[src/rtl/isa_pkg.sv]
// +------------------------------------------------------------------+
// | isa_pkg : opcodes, ALU codes, field positions, opcode decoder    |
// | rev 1.0                                                          |
// +------------------------------------------------------------------+
`default_nettype none

package isa_pkg;

  localparam logic [3:0] OP_NOP = 4'h0;
  localparam logic [3:0] OP_MOV = 4'h1;
  localparam logic [3:0] OP_ADD = 4'h2;
  localparam logic [3:0] OP_SUB = 4'h3;
  localparam logic [3:0] OP_AND = 4'h4;
  localparam logic [3:0] OP_OR  = 4'h5;
  localparam logic [3:0] OP_LD  = 4'h6;
  localparam logic [3:0] OP_ST  = 4'h7;

  localparam logic [2:0] ALU_PASS = 3'd0;
  localparam logic [2:0] ALU_ADD  = 3'd1;
  localparam logic [2:0] ALU_SUB  = 3'd2;
  localparam logic [2:0] ALU_AND  = 3'd3;
  localparam logic [2:0] ALU_OR   = 3'd4;

  localparam int OPC_HI = 7;
  localparam int OPC_LO = 4;
  localparam int RA_HI  = 3;
  localparam int RA_LO  = 2;
  localparam int RB_HI  = 1;
  localparam int RB_LO  = 0;

  localparam logic [1:0] SP_REG = 2'd3;

  typedef struct packed {
    logic       reads_a;
    logic       reads_b;
    logic       wr_en;
    logic       is_load;
    logic       is_store;
    logic       illegal;
    logic [2:0] alu_op;
  } dec_t;

  // Reserved opcodes fall into the default arm: no reads, no write, flagged.
  function automatic dec_t decode(input logic [3:0] op);
    dec_t d;
    d = '0;
    case (op)
      OP_NOP: d.alu_op = ALU_PASS;
      OP_MOV: begin d.reads_b = 1'b1; d.wr_en = 1'b1; d.alu_op = ALU_PASS; end
      OP_ADD: begin d.reads_a = 1'b1; d.reads_b = 1'b1; d.wr_en = 1'b1; d.alu_op = ALU_ADD; end
      OP_SUB: begin d.reads_a = 1'b1; d.reads_b = 1'b1; d.wr_en = 1'b1; d.alu_op = ALU_SUB; end
      OP_AND: begin d.reads_a = 1'b1; d.reads_b = 1'b1; d.wr_en = 1'b1; d.alu_op = ALU_AND; end
      OP_OR:  begin d.reads_a = 1'b1; d.reads_b = 1'b1; d.wr_en = 1'b1; d.alu_op = ALU_OR;  end
      OP_LD:  begin d.reads_b = 1'b1; d.wr_en = 1'b1; d.is_load = 1'b1; d.alu_op = ALU_PASS; end
      OP_ST:  begin d.reads_a = 1'b1; d.reads_b = 1'b1; d.is_store = 1'b1; d.alu_op = ALU_PASS; end
      default: d.illegal = 1'b1;
    endcase
    return d;
  endfunction

endpackage

`default_nettype wire

[src/rtl/operand_bypass.sv]
// +------------------------------------------------------------------+
// | operand_bypass : EX/MEM > WB > register-file priority mux        |
// | rev 1.0                                                          |
// +------------------------------------------------------------------+
`default_nettype none

module operand_bypass #(
  parameter int DATA_W  = 8,
  parameter int RADDR_W = 2
) (
  input  logic [RADDR_W-1:0] rd_addr,
  input  logic [DATA_W-1:0]  rf_data,
  input  logic               mem_wr_en,
  input  logic               mem_is_load,
  input  logic [RADDR_W-1:0] mem_wr_addr,
  input  logic [DATA_W-1:0]  mem_wr_data,
  input  logic               wb_wr_en,
  input  logic [RADDR_W-1:0] wb_wr_addr,
  input  logic [DATA_W-1:0]  wb_wr_data,
  output logic [DATA_W-1:0]  data
);

  // A load in MEM has no data yet; the hazard logic stalls instead.
  always_comb begin
    data = rf_data;
    if (mem_wr_en && !mem_is_load && (mem_wr_addr == rd_addr)) begin
      data = mem_wr_data;
    end else if (wb_wr_en && (wb_wr_addr == rd_addr)) begin
      data = wb_wr_data;
    end
  end

endmodule

`default_nettype wire

[src/rtl/decode_stage.sv]
// +------------------------------------------------------------------+
// | decode_stage : ID stage - decode, bypass, load-use stall, ID/EX  |
// | rev 1.0                                                          |
// +------------------------------------------------------------------+
`default_nettype none

module decode_stage
  import isa_pkg::*;
#(
  parameter int DATA_W  = 8,
  parameter int RADDR_W = 2
) (
  input  logic               clk,
  input  logic               rst,
  input  logic               id_valid,
  input  logic [7:0]         id_instr,
  input  logic               flush,
  output logic [RADDR_W-1:0] rf_ra,
  output logic [RADDR_W-1:0] rf_rb,
  input  logic [DATA_W-1:0]  rf_rda,
  input  logic [DATA_W-1:0]  rf_rdb,
  input  logic               mem_wr_en,
  input  logic [RADDR_W-1:0] mem_wr_addr,
  input  logic [DATA_W-1:0]  mem_wr_data,
  input  logic               mem_is_load,
  input  logic               wb_wr_en,
  input  logic [RADDR_W-1:0] wb_wr_addr,
  input  logic [DATA_W-1:0]  wb_wr_data,
  output logic               stall,
  output logic               ex_valid,
  output logic [2:0]         ex_alu_op,
  output logic [DATA_W-1:0]  ex_opa,
  output logic [DATA_W-1:0]  ex_opb,
  output logic [RADDR_W-1:0] ex_rw,
  output logic               ex_wr_en,
  output logic               ex_is_load,
  output logic               ex_is_store,
  output logic               ex_illegal
);

  logic [3:0]         opcode;
  logic [RADDR_W-1:0] ra;
  logic [RADDR_W-1:0] rb;
  dec_t               dec;
  logic [DATA_W-1:0]  byp_a;
  logic [DATA_W-1:0]  byp_b;
  logic               hz_ex;
  logic               hz_mem;
  logic               bubble;

  assign opcode = id_instr[OPC_HI:OPC_LO];
  assign ra     = id_instr[RA_HI:RA_LO];
  assign rb     = id_instr[RB_HI:RB_LO];
  assign rf_ra  = ra;
  assign rf_rb  = rb;
  assign dec    = decode(opcode);

  operand_bypass #(.DATA_W(DATA_W), .RADDR_W(RADDR_W)) u_byp_a (
    .rd_addr     (ra),
    .rf_data     (rf_rda),
    .mem_wr_en   (mem_wr_en),
    .mem_is_load (mem_is_load),
    .mem_wr_addr (mem_wr_addr),
    .mem_wr_data (mem_wr_data),
    .wb_wr_en    (wb_wr_en),
    .wb_wr_addr  (wb_wr_addr),
    .wb_wr_data  (wb_wr_data),
    .data        (byp_a)
  );

  operand_bypass #(.DATA_W(DATA_W), .RADDR_W(RADDR_W)) u_byp_b (
    .rd_addr     (rb),
    .rf_data     (rf_rdb),
    .mem_wr_en   (mem_wr_en),
    .mem_is_load (mem_is_load),
    .mem_wr_addr (mem_wr_addr),
    .mem_wr_data (mem_wr_data),
    .wb_wr_en    (wb_wr_en),
    .wb_wr_addr  (wb_wr_addr),
    .wb_wr_data  (wb_wr_data),
    .data        (byp_b)
  );

  // Only registers the instruction actually reads can create a load-use hazard.
  assign hz_ex  = ex_valid && ex_is_load &&
                  ((dec.reads_a && (ra == ex_rw)) || (dec.reads_b && (rb == ex_rw)));
  assign hz_mem = mem_wr_en && mem_is_load &&
                  ((dec.reads_a && (ra == mem_wr_addr)) || (dec.reads_b && (rb == mem_wr_addr)));
  assign stall  = id_valid && (hz_ex || hz_mem) && !flush;
  assign bubble = flush || stall || !id_valid;

  always_ff @(posedge clk) begin
    if (rst || bubble) begin
      ex_valid    <= 1'b0;
      ex_alu_op   <= '0;
      ex_opa      <= '0;
      ex_opb      <= '0;
      ex_rw       <= '0;
      ex_wr_en    <= 1'b0;
      ex_is_load  <= 1'b0;
      ex_is_store <= 1'b0;
      ex_illegal  <= 1'b0;
    end else begin
      ex_valid    <= 1'b1;
      ex_alu_op   <= dec.alu_op;
      ex_opa      <= dec.reads_a ? byp_a : '0;
      ex_opb      <= dec.reads_b ? byp_b : '0;
      ex_rw       <= ra;
      ex_wr_en    <= dec.wr_en;
      ex_is_load  <= dec.is_load;
      ex_is_store <= dec.is_store;
      ex_illegal  <= dec.illegal;
    end
  end

endmodule

`default_nettype wire

[config.mk]
export PLATFORM = sky130hd
export DESIGN_NAME = decode_stage
export DESIGN_NICKNAME = d
export VERILOG_FILES = /design/src/rtl/isa_pkg.sv /design/src/rtl/operand_bypass.sv /design/src/rtl/decode_stage.sv
export SDC_FILE = /design/constraint.sdc
export NUM_CORES = 1
export LEC_CHECK = 0
export CAP_MARGIN = 0
export CORE_ASPECT_RATIO = 0.9
export CORE_MARGIN = 4
export CORE_UTILIZATION = 40
export CTS_BUF_LIST = sky130_fd_sc_hd__clkbuf_8
export DETAILED_ROUTE_END_ITERATION = 8
export PLACE_DENSITY = 0.82
export SYNTH_ARGS = -nofsm -noshare
export SYNTH_HDL_FRONTEND = slang
export SYNTH_SLANG_ARGS = --single-unit
[constraint.sdc]
create_clock -name clk -period 1.85 [get_ports clk]
set_clock_uncertainty 0.15 [all_clocks]
set_input_delay 0.185 -clock clk [delete_from_list [all_inputs] [get_ports clk]]
set_output_delay 0.185 -clock clk [all_outputs]
set_load 0.1 [all_outputs]
# ---- After elaboration in Yosys (flattened, before gate mapping)
# Index checks and enable logic that the tools add are counted.
dict set report word_totals {
  register_bits 26
  out_inout_bits 31
  inputBits 51
}
dict set report classes {
  eq_ne 15
  bitwise 2
  n_reduce_logical 31
  n_mux 12
}
# op count
set op_table {}
lappend op_table {{$mux W8} 4}
lappend op_table {{$eq A2 B2 Y1} 8}
lappend op_table {{$eq A4 B3 Y1 const B} 4}
lappend op_table {{$logic_and A1 B1 Y1} 15}
lappend op_table {{$pmux W3 S4} 1}
lappend op_table {{$eq A4 B2 Y1 const B} 2}
lappend op_table {{$reduce_or A8 Y1} 1}
lappend op_table {{$mux W1} 7}
lappend op_table {{$reduce_or A7 Y1} 1}
lappend op_table {{$logic_or A1 B1 Y1} 6}
lappend op_table {{$reduce_or A6 Y1} 1}
lappend op_table {{$reduce_or A5 Y1} 1}
lappend op_table {{$eq A4 B1 Y1 const B} 1}
lappend op_table {{$logic_not A4 Y1} 1}
lappend op_table {{$reduce_or A2 Y1} 2}
lappend op_table {{$logic_not A1 Y1} 3}
lappend op_table {{$not A1 Y1} 2}

# ---- Logic depth before layout (Yosys ltp)
dict set report depth {
  depth_word 13
  mapped_depth 6
  ltp_nobuf 4
}

# ---- Hierarchy
# From an unflattened synthesis, not the netlist that was laid out.
dict set report hier_totals {
  cells_unflattened 184
  hier_area_um2 1778.0
}
# mod n_inst cells_each seq_area_each_um2 area_each_um2
set modules_own_cells {}
lappend modules_own_cells {decode_stage 1 96 520.5 1092.3}
lappend modules_own_cells {operand_bypass 2 44 0.0 342.8}

# ---- Worst setup path before layout
# Ideal clock, no wire load.
dict set report synth_timing {
  path_kind {reg2out}
  startpoint {register ex_valid}
  endpoint {output port stall}
  required_ps 1515
  arrival_time_ps 3301
  slack_ps -1786
  path_stages_with_launch 5
  cell_sequence {dfxtp_1 nand2_1 or3_4 a211o_1 a21oi_1}
}
dict set report synth_between {
  elab_chain_cells 5
}
# item line_no
set synth_rtl {}
lappend synth_rtl {{start: declaration} decode_stage.sv:30} ;# output logic ex_valid,
lappend synth_rtl {{start signal: assignment} decode_stage.sv:94} ;# ex_valid <= 1'b0;
lappend synth_rtl {{start signal: assignment} decode_stage.sv:104} ;# ex_valid <= 1'b1;
lappend synth_rtl {{$logic_and A1 B1 Y1 (2 in a row)} decode_stage.sv:85} ;# assign hz_ex = ex_valid && ex_is_load &&
lappend synth_rtl {{$logic_or A1 B1 Y1} decode_stage.sv:89} ;# assign stall = id_valid && (hz_ex || hz_mem) && !flush;
lappend synth_rtl {{$logic_and A1 B1 Y1 (2 in a row)} decode_stage.sv:89}
lappend synth_rtl {{end: declaration} decode_stage.sv:29} ;# output logic stall,
# Every way passes these cells.

# ---- Final worst setup path
dict set report layout_timing {
  startpoint {input port id_instr[2]}
  endpoint {output port stall}
}
dict set report layout_between {
  elab_chain_cells 7
}
# item line_no
set layout_rtl {}
lappend layout_rtl {{start: declaration} decode_stage.sv:16} ;# input logic [7:0] id_instr,
lappend layout_rtl {{$eq A2 B2 Y1, on equally long branches} {decode_stage.sv:86, decode_stage.sv:88}}
lappend layout_rtl {{$logic_and A1 B1 Y1, on equally long branches} {decode_stage.sv:86, decode_stage.sv:88}}
lappend layout_rtl {{$logic_or A1 B1 Y1, on equally long branches} {decode_stage.sv:86, decode_stage.sv:88}}
lappend layout_rtl {{$logic_and A1 B1 Y1, on equally long branches} {decode_stage.sv:85, decode_stage.sv:87}}
lappend layout_rtl {{$logic_or A1 B1 Y1 (*)} decode_stage.sv:89}
lappend layout_rtl {{$logic_and A1 B1 Y1 (*) (2 in a row)} decode_stage.sv:89}
# Every way passes the cells marked *; elsewhere a longest branch is shown, timed or not.

==> flow_summary.yaml <==
logic_synthesis:
  synth.ff_latch_count: 26
  syn_nets: 198
  syn_avg_cell_area_um2: 10.2
  synth_cell_types: 32
  yosysSeqAreaShare_pct: 34.6
  synthCells: 147
  synth_edf_count: 0
  netlist_area_mm2: 0.00150
  yosys_most_used_dff: "dfxtp_1"
  async_flop_share_pct: 0
  yosys_warnings: 0
worst_setup_path:
  cp_cell_sequence: "clkdlybuf4s50_1, buf_4, xnor2_1, nand4_2, a21bo_2, a21oi_4, buf_12"
  cp_data_required_time_ns: 1.51
  cp_data_arrival_time_ns: 1.81
  r2r_slack_ns: 0.11
  cp_max_fo: 4
  cp-start-kind: "input port"
  cp_slowest_cell: "clkdlybuf4s50_1"
  cpPeakStageDelay_ns: 0.45
  critical_path_class: "input port to primary output"
  crit_path_end_kind: "primary output"
floorplanning:
  initial_core_util_pct: 42.9
  pin_count: 82
  die_h_um: 66.2
  fp.dieW_um: 72.6
  dieArea_mm2: 0.00481
  core_mm2: 0.00350
  rows: 20
routing:
  postRouteAntennaNets: 0
  drt_pass1_iterations: 4
  via_per_inst: 5.19
  routedWlPerCell_um: 15.6
  drt_iter0_markers: 55
  wl_um: 4730
  drc_errors: 0
  dr_total_vias: 1568
sta:
  rsz0062_at_grt: "yes"
  slew_headroom_pct: 76.2
  fmax_ghz: 0.467
  setup_ws_ns: -0.294
  finalMaxSlewViolations: 0
  fin_crit_sh_pct: 116
  finalSetupViolCount: 1
  fin_hold_ws_ns: 0.242
  period_minus_slack_ns: 2.14
  tightest_slew_ns: 0.349
  hold_viol_final: 0
global_route:
  grt_usage_pct: 19.8
  grt_start_max_net_pins: 17
  grt_first_pass_wirelength_um: 7470
  grt_pass1_vias: 1630
  overflow: 0
  antenna_found_initial: 0
place:
  dp_hpwl_um: 3890
  dpl.cell_count: 298
  placement.io_buffers: 81
  placedInstanceArea_mm2: 0.00265
  place_congestion: 0.869
layout:
  final_cell_mix: "buf_4, clkdlybuf4s50_1, dfxtp_1, nor2_1, mux2i_1"
  diodes: 0
  stdcell_count: 302
  fin_nets: 310
  drive_above_1_share_pct: 39.5
  layout_commonest_cell: "buf_4"
  design_area_mm2: 0.00274
  syn_to_final_growth_pct: 81.9
clock_tree:
  clockBufferDepth: 2
  cts_buffers: 3
  cts_root_buffer: "clkbuf_8"
  cts_setup_buffers: 0
  clkTransAtPathRegs_ns: 0.09
  cts_num_sinks: 26
  cts_hold_buf: 0
  post_cts_resized: 2
  cts_max_level: 1
  worstSkewPairLatency_ns: 0.28
  cts_tree: "done"
run:
  drv_cap: 0
hold_path:
  min_path_type: "input port to register"
power_and_ir_drop:
  power_density_mw_per_mm2: 566
  worst_ir_drop_vdd_v: 0.000376
  p_leak_nw: 1.19
run_status:
  violations: "setup timing"
  outcome: "finished with violations"
## state kept, by name (all words and copies together) (netlist names)
register     flops
ex_alu_op        3
ex_illegal       1
ex_opa           8
ex_opb           8
ex_valid         1
ex_wr_en         1
ex_is_store      1
ex_is_load       1
ex_rw            2
## synthesized netlist by cell type (all sizes together) (2+ instances only)
| cell | number | area [um2] |
|---|---|---|
| xor2 | 4 | 35.0 |
| nand2b | 2 | 12.5 |
| nor2 | 19 | 71.3 |
| dfxtp | 26 | 521 |
| buf | 11 | 80.1 |
| nand3 | 6 | 50.1 |
| nand2 | 4 | 15.0 |
| nand4b | 2 | 17.5 |
| nand3b | 2 | 15.0 |
| a2111oi | 16 | 190 |
| a21boi | 2 | 37.5 |
| nor3 | 11 | 66.3 |
| mux2i | 16 | 160 |
| nor2b | 2 | 12.5 |
| xnor2 | 9 | 78.8 |
| nand4 | 5 | 65.1 |
| or3 | 2 | 22.5 |
## routing by layer
layer  global-route usage [%]  wire length (um)
met1                     20.9              1770
met2                     38.5              2480
met3                     5.17               426
met4                     4.84                40
met5                        0                 0
## critical path: cells and delay by family
| family | cells | cell delay [ns] |
|---|---|---|
| and+or+nand+nor | 1 | 0.15 |
| xor gates and xnor gates | 1 | 0.22 |
| buffers and inverters | 3 | 0.82 |
| AOI/OAI and AO/OA | 2 | 0.43 |
## cells by family after synthesis
logic type,after synthesis,share of synthesized area [%]
simple gates,58,24.5
compound gates,22,17.1
flops,26,34.6
mux,16,10.6
buf+inv,12,5.57
xor+xnor,13,7.57
## final cells by class
cell class	instances	area [um2]
Clock buffer	3	41.3
Clock inverter	1	30.0
Fill cell	232	767
Multi-Input combinational cell	109	931
Sequential cell	26	536
Tap cell	44	55.1
Timing Repair Buffer	119	1140
## power breakdown
part           switching (W)  internal (W)
logic               0.000256      0.000243
registers         0.00000470      0.000565
clock network       0.000189      0.000290
## stage by stage
stage                     utilization (%)  setup WS [ns]  setup TNS, ns  power, W
after floorplan                         -         -0.411         -0.411  0.000829
after global routing                 78.1         -0.353         -0.368   0.00161
after global placement               75.5         -0.335          -4.53   0.00107
after detailed placement             75.5         -0.356          -6.11   0.00108
final                                78.1         -0.294         -0.294   0.00155
after CTS                            77.5         -0.311         -0.311   0.00156
## worst paths after layout
check                              from              endpoint  cells past startpoint
hold reg to reg   ex_is_load$_SDFF_PP0_      ex_valid$_DFF_P_                      4
setup reg to reg    ex_rw[1]$_SDFF_PP0_  ex_opb[3]$_SDFF_PP0_                      5
setup / recovery            id_instr[2]                 stall                      7
hold / removal              id_instr[3]   ex_rw[1]$_SDFF_PP0_                      4
No activity file was read; power rests on OpenSTA's default activity.
